## src/rtl/mem_port_arbiter.sv

```systemverilog
// mem_port_arbiter: shares one multi-cycle data memory between the fetch
// port (port 0) and the MEM-stage data port (port 1). Accesses are
// serialised, with port 1 served first. A single combinational stall holds
// the pipeline until every active port has completed its access for the
// current pipeline cycle.
// Optional build macro MEM_ARB_WATCHDOG_EN adds an access watchdog and the
// sticky err_o output.
module mem_port_arbiter #(
    parameter int unsigned ADDR_W  = 32,
    parameter int unsigned DATA_W  = 32,
    parameter int unsigned TIMEOUT = 255
) (
    input  logic              Clock_i,
    input  logic              Reset_n_i,
    input  logic              req0_i,
    input  logic [ADDR_W-1:0] addr0_i,
    input  logic              req1_i,
    input  logic              we1_i,
    input  logic [ADDR_W-1:0] addr1_i,
    input  logic [DATA_W-1:0] wdata1_i,
    output logic              ack0_o,
    output logic [DATA_W-1:0] rdata0_o,
    output logic              ack1_o,
    output logic [DATA_W-1:0] rdata1_o,
    output logic              stall_o,
    output logic              mem_req_o,
    output logic              mem_we_o,
    output logic [ADDR_W-1:0] mem_addr_o,
    output logic [DATA_W-1:0] mem_wdata_o,
`ifdef MEM_ARB_WATCHDOG_EN
    output logic              err_o,
`endif
    input  logic              mem_ack_i,
    input  logic [DATA_W-1:0] mem_rdata_i
);

    typedef enum logic {IDLE, WAIT} state_t;

    state_t            state;
    logic              done0;
    logic              done1;
    logic              grant;
    logic              pend0;
    logic              pend1;
    logic              finish;
    logic              timeout_hit;
    logic [DATA_W-1:0] fill_data;

    if (TIMEOUT < 1) begin : g_timeout_check
        $error("mem_port_arbiter: TIMEOUT must be at least 1");
    end

    // Per-port outstanding work for the current pipeline cycle.
    always_comb begin
        pend0 = req0_i & ~done0;
        pend1 = req1_i & ~done1;
    end

    assign stall_o = pend0 | pend1;

`ifdef MEM_ARB_WATCHDOG_EN
    localparam int unsigned CNT_W = $clog2(TIMEOUT + 1);

    logic [CNT_W-1:0] wd_cnt;

    assign timeout_hit = (state == WAIT) && !mem_ack_i && (wd_cnt == CNT_W'(TIMEOUT - 1));

    // Watchdog: count WAIT cycles and latch a sticky error on forced completion.
    always_ff @(posedge Clock_i or negedge Reset_n_i) begin
        if (!Reset_n_i) begin
            wd_cnt <= '0;
            err_o  <= 1'b0;
        end else begin
            if (state == WAIT && !finish) begin
                wd_cnt <= wd_cnt + CNT_W'(1);
            end else begin
                wd_cnt <= '0;
            end
            if (timeout_hit) begin
                err_o <= 1'b1;
            end
        end
    end
`else
    assign timeout_hit = 1'b0;
`endif

    // Access completion and the data loaded into the read register.
    always_comb begin
        finish    = (state == WAIT) && (mem_ack_i || timeout_hit);
        fill_data = mem_ack_i ? mem_rdata_i : '1;
    end

    // Arbitration FSM with registered memory-side and requester-side outputs.
    always_ff @(posedge Clock_i or negedge Reset_n_i) begin
        if (!Reset_n_i) begin
            state       <= IDLE;
            done0       <= 1'b0;
            done1       <= 1'b0;
            grant       <= 1'b0;
            ack0_o      <= 1'b0;
            ack1_o      <= 1'b0;
            rdata0_o    <= '0;
            rdata1_o    <= '0;
            mem_req_o   <= 1'b0;
            mem_we_o    <= 1'b0;
            mem_addr_o  <= '0;
            mem_wdata_o <= '0;
        end else begin
            ack0_o <= 1'b0;
            ack1_o <= 1'b0;
            case (state)
                IDLE: begin
                    if (pend1) begin
                        grant       <= 1'b1;
                        mem_we_o    <= we1_i;
                        mem_addr_o  <= addr1_i;
                        mem_wdata_o <= wdata1_i;
                        mem_req_o   <= 1'b1;
                        state       <= WAIT;
                    end else if (pend0) begin
                        grant       <= 1'b0;
                        mem_we_o    <= 1'b0;
                        mem_addr_o  <= addr0_i;
                        mem_wdata_o <= '0;
                        mem_req_o   <= 1'b1;
                        state       <= WAIT;
                    end
                end
                WAIT: begin
                    if (finish) begin
                        mem_req_o <= 1'b0;
                        state     <= IDLE;
                        if (grant) begin
                            done1  <= 1'b1;
                            ack1_o <= 1'b1;
                            if (!mem_we_o) begin
                                rdata1_o <= fill_data;
                            end
                        end else begin
                            done0    <= 1'b1;
                            ack0_o   <= 1'b1;
                            rdata0_o <= fill_data;
                        end
                    end
                end
                default: state <= IDLE;
            endcase
            // Pipeline advance edge; placed last so it overrides a done set on
            // the same edge for a port whose request was already withdrawn.
            if (!stall_o) begin
                done0 <= 1'b0;
                done1 <= 1'b0;
            end
        end
    end

endmodule

```

## config.mk

```make
export PLATFORM = sky130hd
export DESIGN_NAME = mem_port_arbiter
export DESIGN_NICKNAME = d
export VERILOG_FILES = /design/src/rtl/mem_port_arbiter.sv
export SDC_FILE = /design/constraint.sdc
export NUM_CORES = 1
export LEC_CHECK = 0
export ABC_AREA = 1
export ABC_CLOCK_PERIOD_IN_PS = 3730
export CAP_MARGIN = 20
export CORE_UTILIZATION = 44
export DETAILED_ROUTE_END_ITERATION = 8
export PLACE_DENSITY = 0.94
export SLEW_MARGIN = 20
export SYNTH_ARGS = -nofsm -noshare
export SYNTH_HDL_FRONTEND = slang
export SYNTH_SLANG_ARGS = --single-unit
```

## constraint.sdc

```tcl
create_clock -name Clock_i -period 3.73 [get_ports Clock_i]
set_input_delay 0.5595 -clock Clock_i [delete_from_list [all_inputs] [get_ports Clock_i]]
set_output_delay 0.5595 -clock Clock_i [all_outputs]
set_load 0.01 [all_outputs]
```

## Word level (Yosys, flattened, before mapping)

Index checks and enable logic that the tools add are counted.

- Memories kept: 0
- Bits in registers: 136
- Memory bits (read-only): 0
- Word-level logic and storage cells: 64
- RAM bits: 0
- Bits of input ports: 134
- Bits in latches: 0
- Output and inout bits: 133

- Div/mod/pow operators: 0
- Shifts and indexed selects: 0
- Equal/unequal tests: 6
- Bitwise logic cells: 8
- Reductions and logical operators: 8
- Multiplexer cells: 30
- $mul: 0
- $lt $le $gt $ge: 0
- $add $sub $neg: 0

Operator list:

| cell | count |
|---|---|
| $mux 32 | 5 |
| $mux 1 | 23 |
| $reduce_and 3->1 | 3 |
| $ne 2x1->1 const B | 4 |
| $not 1->1 | 5 |
| $pmux 1 s2 | 2 |
| $reduce_and 2->1 | 2 |
| $reduce_and 4->1 | 1 |
| $ne 3x3->1 const B | 1 |
| $and 1x1->1 | 2 |
| $ne 2x2->1 const B | 1 |
| $reduce_bool 2->1 | 1 |
| $logic_and 1x1->1 | 1 |
| $or 1x1->1 | 1 |

## Logic depth before layout (Yosys ltp)

Gate-level depths: netlist (run 1).

- Word-level depth: 5
- Depth in mapped cells: 8
- Depth with buffers taken out: 6

## Least setup slack after synthesis (run 1)

No wires, ideal clock.

- Path type: input to output
- Start: input port req1_i
- End: output port stall_o
- Slack: 2.099 ns
- Data arrival time: 1.072 ns
- Cell stages on the path: 4
- Path buffers: 2
- Data required time: 3.171 ns
- Cells stage by stage: buf_2 nand2_4 nand2_4 buf_2

- Word-level cells in the longest chain between the ends: 2

Ends and longest elaborated chain:

| what | RTL line | text |
|---|---|---|
| start: declaration | 17 | `input logic req1_i,` |
| $and 1x1->1 | 56 | `pend1 = req1_i & ~done1;` |
| $or 1x1->1 | 59 | `assign stall_o = pend0 \| pend1;` |
| end: declaration | 25 | `output logic stall_o,` |

No other way between the ends.

## Worst setup path after layout (run 1)

Ends and elaborated chain as after synthesis.

==> results by group, run 1 <==
Status
  – Status: finished clean

Floorplan
  – I/O pin total: 267
  – Std-Cell Rows: 40
  – Die W: 115 um
  – Initial Utilization: 46.0%
  – Total core area: 12,200 um2
  – Die span in y: 115 um
  – Die area: 13,200 um2

Placed design
  – Post-DP HPWL: 11,600 um
  – Dpl ws: 0.825 ns
  – Placement Cell Area: 8330 um2
  – Number of buffers inserted by port buffering: 266
  – GPL Wtd Cong: 0.809

Setup path
  – Critical Path AT: 2.39 ns
  – Critical path class: primary input to output pin
  – CP top delay family: buffers and inverters
  – Worst Path Max Fanout: 36
  – Critical-path cell list: clkdlybuf4s50_1 > nand2_4 > nand2_4 > clkdlybuf4s50_1
  – Worst Setup End Kind: output pin
  – CP required: 3.17 ns
  – CP Launch Type: primary input
  – Buf/Inv on CP: 2
  – Max incr delay on CP: 0.65 ns
  – Crit-path slowest cell: clkdlybuf4s50_1

Route
  – Routed WL: 17,200 um
  – Via Count: 5,377
  – Drt wl/cell: 15.8 um
  – Drt pass-1 iters: 5
  – Vias per Instance: 4.96
  – Drt drc: 0
  – Initial drt markers: 441
  – Final ANT Viol Nets: 0

Layout
  – Nets: 1,039
  – Antenna cells: 0
  – Share of post-route cells with drive strength above 1: 5.45%
  – Syn-to-layout area delta: 59.8%
  – Design Area, Final: 8970 um2

STA
  – Hold slack: 0.206 ns
  – # setup viols final: 0
  – Slew Limit Fails: 0
  – RSZ-0062 raised after global routing: false
  – Crit path time final: 2.95 ns
  – Fmax: 339 MHz
  – Setup TNS: 0 ns
  – Relative slew margins: 39.2%
  – Clock skew: 0.0140 ns
  – Final period utilization: 79.0%
  – Worst Max-Slew Pin Slew: 0.911 ns
  – Endpoints failing hold: 0
  – Final worst slack: 0.781 ns

Clock network
  – Clock Path Buffers: 2
  – Post-CTS setup buffer count: 0
  – Worst-Skew Late Latency: 0.42 ns
  – PostCTS Resize Cnt: 0
  – CTS Hold Bufs: 0
  – CTS tree: done
  – # clock sinks: 136
  – CTS H-tree depth: 4
  – TritonCTS Buffers: 17
  – Clk root buf: clkbuf_16
  – Clock transition at path regs: 0.06 ns

Synthesis
  – Synthesis Warnings: 0
  – Most common cell in the synthesized netlist: nand2_1
  – Post-Syn Nets: 788
  – Synth unique cells: 19
  – Register area share after synthesis: 60.6%
  – Top FF cell, synth: dfrtp_1
  – Synth cell count leaders: nand2_1, dfrtp_1, nand3_1
  – Post-synth EDFFs: 0
  – Synth area leader: dfrtp_1
  – Post-synthesis cell count: 654
  – Share of async-settable or async-resettable flops after synthesis: 100%
  – Top cell type's share of synthesized area: 60.6%
  – Mapped Avg Cell Area: 8.58 um2
  – Synth area leaders: dfrtp_1, nand2_1, nand3_1, o21ai_0, nor2_1
  – Yosys reg bits: 136
  – Post-Syn Area: 5610 um2

GRT
  – Busiest grt layer: met2
  – Largest net degree at the start of global routing: 90
  – Number of global-route vias before repair: 5,451
  – GRT Total Usage: 26.7%
  – GRT overflow: 0
  – Global-route wire length before repair: 26,700 um
  – GRT met3 Usage: 6.54%
  – Initial antenna violation count: 0
  – Grt met2 use: 46.6%
  – Met1 usage in global routing: 29.7%

Power and ir drop
  – Pwr/cell area: 860 nW/um2
  – PnR Total Power: 7.71 mW
  – VDD IR max: 489 uV
  – LEAKAGE: 4.31 nW

Worst hold path
  – Hold Crit Class: primary input to asynchronous set/reset pin

Flow run
  – Max cap viols: 0
==> kinds of logic after synthesis <==
family | Yosys count | share of synthesized area, %
AO/OA/AOI/OAI | 68 | 6.11
buffers and inverters | 52 | 4.41
flip-flops | 136 | 60.6
AND/OR/NAND/NOR | 398 | 28.8
==> area by class of cell <==
| class | count | area [um2] |
|---|---|---|
| Sequential cell | 136 | 3400 |
| Timing Repair Buffer | 273 | 2720 |
| Clock inverter | 11 | 171 |
| Multi-Input combinational cell | 466 | 1960 |
| Clock buffer | 20 | 467 |
| Inverter | 11 | 41.3 |
| Fill cell | 880 | 3240 |
| Tap cell | 168 | 210 |
==> routing by layer <==
| layer | vias up | routed length, um | part of all wire, % |
|---|---|---|---|
| met3 | 54 | 1030 | 6.0 |
| met2 | 223 | 8620 | 50 |
| met5 | - | 0 | 0 |
| met4 | 0 | 752 | 4.4 |
| li1 | 2582 | - | - |
| met1 | 2518 | 6750 | 39 |
==> cells in the final DEF (no fill, tap or decap) <==
| cell type | synthesis | layout |
|---|---|---|
| o21ai_0 | 50 | 50 |
| dfrtp_1 | 136 | 136 |
| clkinv_2 | 0 | 1 |
| a21boi_0 | 1 | 1 |
| inv_2 | 3 | 3 |
| nand2_1 | 294 | 294 |
| nor2_4 | 2 | 2 |
| clkbuf_16 | 0 | 17 |
| nor2_1 | 32 | 32 |
| nand3_1 | 64 | 64 |
| clkinv_4 | 0 | 1 |
| inv_1 | 8 | 8 |
| buf_4 | 2 | 7 |
| o21ai_1 | 17 | 17 |
| bufinv_16 | 0 | 4 |
| nand2_4 | 3 | 3 |
| buf_6 | 2 | 1 |
| nor2_2 | 1 | 1 |
| clkinvlp_4 | 0 | 5 |
| nand2_2 | 2 | 2 |
| clkdlybuf4s50_1 | 0 | 265 |
| clkbuf_8 | 0 | 3 |
==> worst register-to-register path, stage by stage (launching register included) <==
cell and delay (ns):
dfrtp_1 0.35, inv_2 0.06, nand2_4 0.29, nand2_4 0.33, nand2_2 0.38, buf_4 0.55
nand2_1 0.11, nand2_1 0.13
==> stage by stage <==
step / cells / util [%]
floorplan: 654 / -
global placement: 1054 / 68.2
detailed placement: 1054 / 68.2
CTS: 1085 / 73.5
global route: 1085 / 73.5
finish: 1085 / 73.5
==> flip-flops by register name, indices dropped and copies added, names as in the netlist <==
name,flops
ack0_o,1
ack1_o,1
done0,1
done1,1
grant,1
mem_addr_o,32
mem_req_o,1
mem_wdata_o,32
mem_we_o,1
rdata0_o,32
rdata1_o,32
state,1
==> report_power, final <==
part	switching [mW]	internal [mW]
combinational	1.69	1.66
sequential	0.401	2.18
clock	0.617	1.17
total	2.71	5.01
==> worst paths after layout <==
| check | slack [ns] | cells after the start | end | start |
|---|---|---|---|---|
| max in group asynchronous | 2.67 | 2 | state$_DFF_PN0_ | Reset_n_i |
| max reg2reg | 1.46 | 7 | mem_addr_o[2]$_DFFE_PN0N_ | done1$_DFFE_PN0P_ |
| min reg2reg | 0.47 | 2 | mem_wdata_o[6]$_DFFE_PN0N_ | mem_wdata_o[6]$_DFFE_PN0N_ |
| max | 0.78 | 4 | stall_o | req1_i |
| min in group Clock_i | 0.47 | 2 | mem_wdata_o[6]$_DFFE_PN0N_ | mem_wdata_o[6]$_DFFE_PN0N_ |
| min | 0.21 | 1 | rdata1_o[24]$_DFFE_PN0P_ | Reset_n_i |
Note: power is estimated with default switching activity, not from simulation.
==> run 2, diff against run 1 <==
ABC_CLOCK_PERIOD_IN_PS = 3100   (was 3730)
CORE_UTILIZATION = 41   (was 44)
PLACE_DENSITY = 0.89   (was 0.94)
clock period = 3.1 ns   (was 3.73 ns; I/O delays follow)
==> run 2 against run 1 <==
  * Critical path depth stayed put
  * Non-clock buffer count is 1 higher
  * Wire length is 3.2% lower
  * Largest power group unchanged
  * Highest routed layer unchanged
==> results by group, run 2 (synthesis results as in run 1) <==
Placed design
  – GPL Wtd Cong: 0.907 (was 0.809)
  – Number of buffers inserted by port buffering: 266 (unchanged)
  – Placement Cell Area: 8360 um2 (was 8330 um2)
  – Post-DP HPWL: 11,500 um (was 11,600 um)
  – Dpl ws: 0.637 ns (was 0.825 ns)

Layout
  – Design Area, Final: 8970 um2 (about the same)
  – Leading cell type in the layout, fill and taps excluded: nand2_1 (unchanged)
  – Number of fill cells in the layout: 1,061 (was 880)
  – Post-layout util: 67.4% (was 73.5%)
  – Syn-to-layout area delta: 59.8% (about the same)
  – Share of post-route cells with drive strength above 1: 5.45% (about the same)
  – Antenna cells: 0 (unchanged)
  – Nets: 1,040 (was 1,039)
  – Most frequent cells in the layout: nand2_1, clkdlybuf4s50_1, dfrtp_1 (unchanged)

STA
  – Final worst slack: 0.652 ns (was 0.781 ns)
  – Hold slack: 0.143 ns (was 0.206 ns)
  – Worst Max-Slew Pin Slew: 0.943 ns (was 0.911 ns)
  – Setup TNS: 0 ns (unchanged)
  – Fmax: 409 MHz
  – Slew Limit Fails: 0 (unchanged)
  – Clock skew: 0.00940 ns (was 0.0140 ns)
  – RSZ-0062 raised after global routing: false (unchanged)
  – Endpoints failing hold: 0 (unchanged)
  – Relative slew margins: 37.0% (was 39.2%)
  – # setup viols final: 0 (unchanged)
  – Final period utilization: 79.0%
  – Crit path time final: 2.45 ns

Worst hold path
  – Hold Crit Class: primary input to asynchronous set/reset pin (unchanged)

Route
  – Drt pass-1 iters: 5 (unchanged)
  – Routed WL: 16,600 um (was 17,200 um)
  – Final ANT Viol Nets: 0 (unchanged)
  – Drt wl/cell: 15.2 um (was 15.8 um)
  – Initial drt markers: 383 (was 441)
  – Drt drc: 0 (unchanged)
  – Via Count: 5,370 (was 5,377)
  – Vias per Instance: 4.91 (was 4.96)

Clock network
  – CTS Hold Bufs: 0 (unchanged)
  – PostCTS Resize Cnt: 0 (unchanged)
  – CTS tree: done (unchanged)
  – Clock Path Buffers: 2 (unchanged)
  – # clock sinks: 136 (unchanged)
  – CTS H-tree depth: 4 (unchanged)
  – Post-CTS setup buffer count: 0 (unchanged)
  – Clock transition at path regs: 0.06 ns (about the same)
  – TritonCTS Buffers: 17 (unchanged)
  – Clk root buf: clkbuf_16 (unchanged)
  – Worst-Skew Late Latency: 0.41 ns (was 0.42 ns)

Setup path
  – Buf/Inv on CP: 2 (unchanged)
  – CP top delay family: buffers and inverters (unchanged)
  – Critical path class: primary input to output pin (unchanged)
  – Worst Setup End Kind: output pin (unchanged)
  – Worst Path Max Fanout: 34 (was 36)
  – Critical-path cell list: clkdlybuf4s50_1 > nand2_4 > nand2_4 > clkdlybuf4s50_1 (unchanged)
  – CP required: 2.63 ns (was 3.17 ns)
  – Critical Path AT: 1.98 ns (was 2.39 ns)
  – Crit-path slowest cell: clkdlybuf4s50_1 (unchanged)
  – CP Launch Type: primary input (unchanged)
  – Max incr delay on CP: 0.54 ns (was 0.65 ns)

Power and ir drop
  – Pwr/cell area: 1020 nW/um2 (was 860 nW/um2)
  – LEAKAGE: 4.32 nW (was 4.31 nW)
  – VDD IR max: 589 uV (was 489 uV)

GRT
  – Largest net degree at the start of global routing: 97 (was 90)
  – Number of global-route vias before repair: 5,346 (was 5,451)
  – GRT Total Usage: 24.4% (was 26.7%)
  – GRT overflow: 0 (unchanged)
  – Global-route wire length before repair: 27,000 um (was 26,700 um)
  – Initial antenna violation count: 0 (unchanged)

Flow run
  – Max cap viols: 0 (unchanged)

Floorplan
  – I/O pin total: 267 (unchanged)
  – Total core area: 13,300 um2 (was 12,200 um2)
  – Die W: 119 um (was 115 um)
  – Std-Cell Rows: 42 (was 40)
  – Die area: 14,200 um2 (was 13,200 um2)
  – Initial Utilization: 42.2% (was 46.0%)
  – Die span in y: 119 um (was 115 um)

Status
  – Status: finished clean (unchanged)
==> run 2: cell count changes in the layout (fill, tap and decap cells not counted), sizes merged <==
cell	change
clkinv	+4
inv	+1
buf	+1
bufinv	-1
clkinvlp	-4
==> run 2: routing by layer <==
metal / part of all wire, % / wire, um / vias up / GRT usage, %
li1: - / - / 2580 / -
met1: 40 / 6690 / 2521 / 29.6
met2: 50 / 8330 / 230 / 40.5
met3: 6.2 / 1040 / 39 / 6.03
met4: 3.3 / 543 / 0 / 12.3
met5: 0 / 0 / - / 0
==> run 2: cell type report <==
class / instances / area [um2] / area share [%]
Sequential cell: 136 / 3400 / 38.0
Timing Repair Buffer: 274 / 2740 / 30.5
Multi-Input combinational cell: 466 / 1960 / 21.9
Clock buffer: 20 / 457 / 5.09
Tap cell: 176 / 220 / 2.46
Clock inverter: 11 / 148 / 1.65
Inverter: 11 / 41.3 / 0.460
==> run 2: where the power goes <==
part           switching (mW)  total [mW]  internal (mW)
sequential              0.484        3.11           2.62
clock                   0.745        2.05           1.30
combinational            1.97        3.98           2.01
==> run 2: stage by stage <==
stage          power (mW)  std cells
2_1_floorplan        4.85        654
3_3_place_gp         6.97       1063
3_5_place_dp         7.12       1063
4_1_cts              9.21       1094
5_1_grt              9.72       1094
6_report             9.14       1094
==> run 2: worst paths after layout <==
check	startpoint	end	slack [ns]	cells past startpoint
worst max-delay path	req1_i	stall_o	0.65	4
worst min-delay path	Reset_n_i	rdata1_o[23]$_DFFE_PN0P_	0.14	1
worst max register to register	done1$_DFFE_PN0P_	mem_addr_o[2]$_DFFE_PN0N_	1.23	7
worst min register to register	mem_wdata_o[5]$_DFFE_PN0N_	mem_wdata_o[5]$_DFFE_PN0N_	0.47	2
max in group asynchronous	Reset_n_i	mem_addr_o[28]$_DFFE_PN0N_	2.26	2
min in group Clock_i	mem_wdata_o[5]$_DFFE_PN0N_	mem_wdata_o[5]$_DFFE_PN0N_	0.47	2
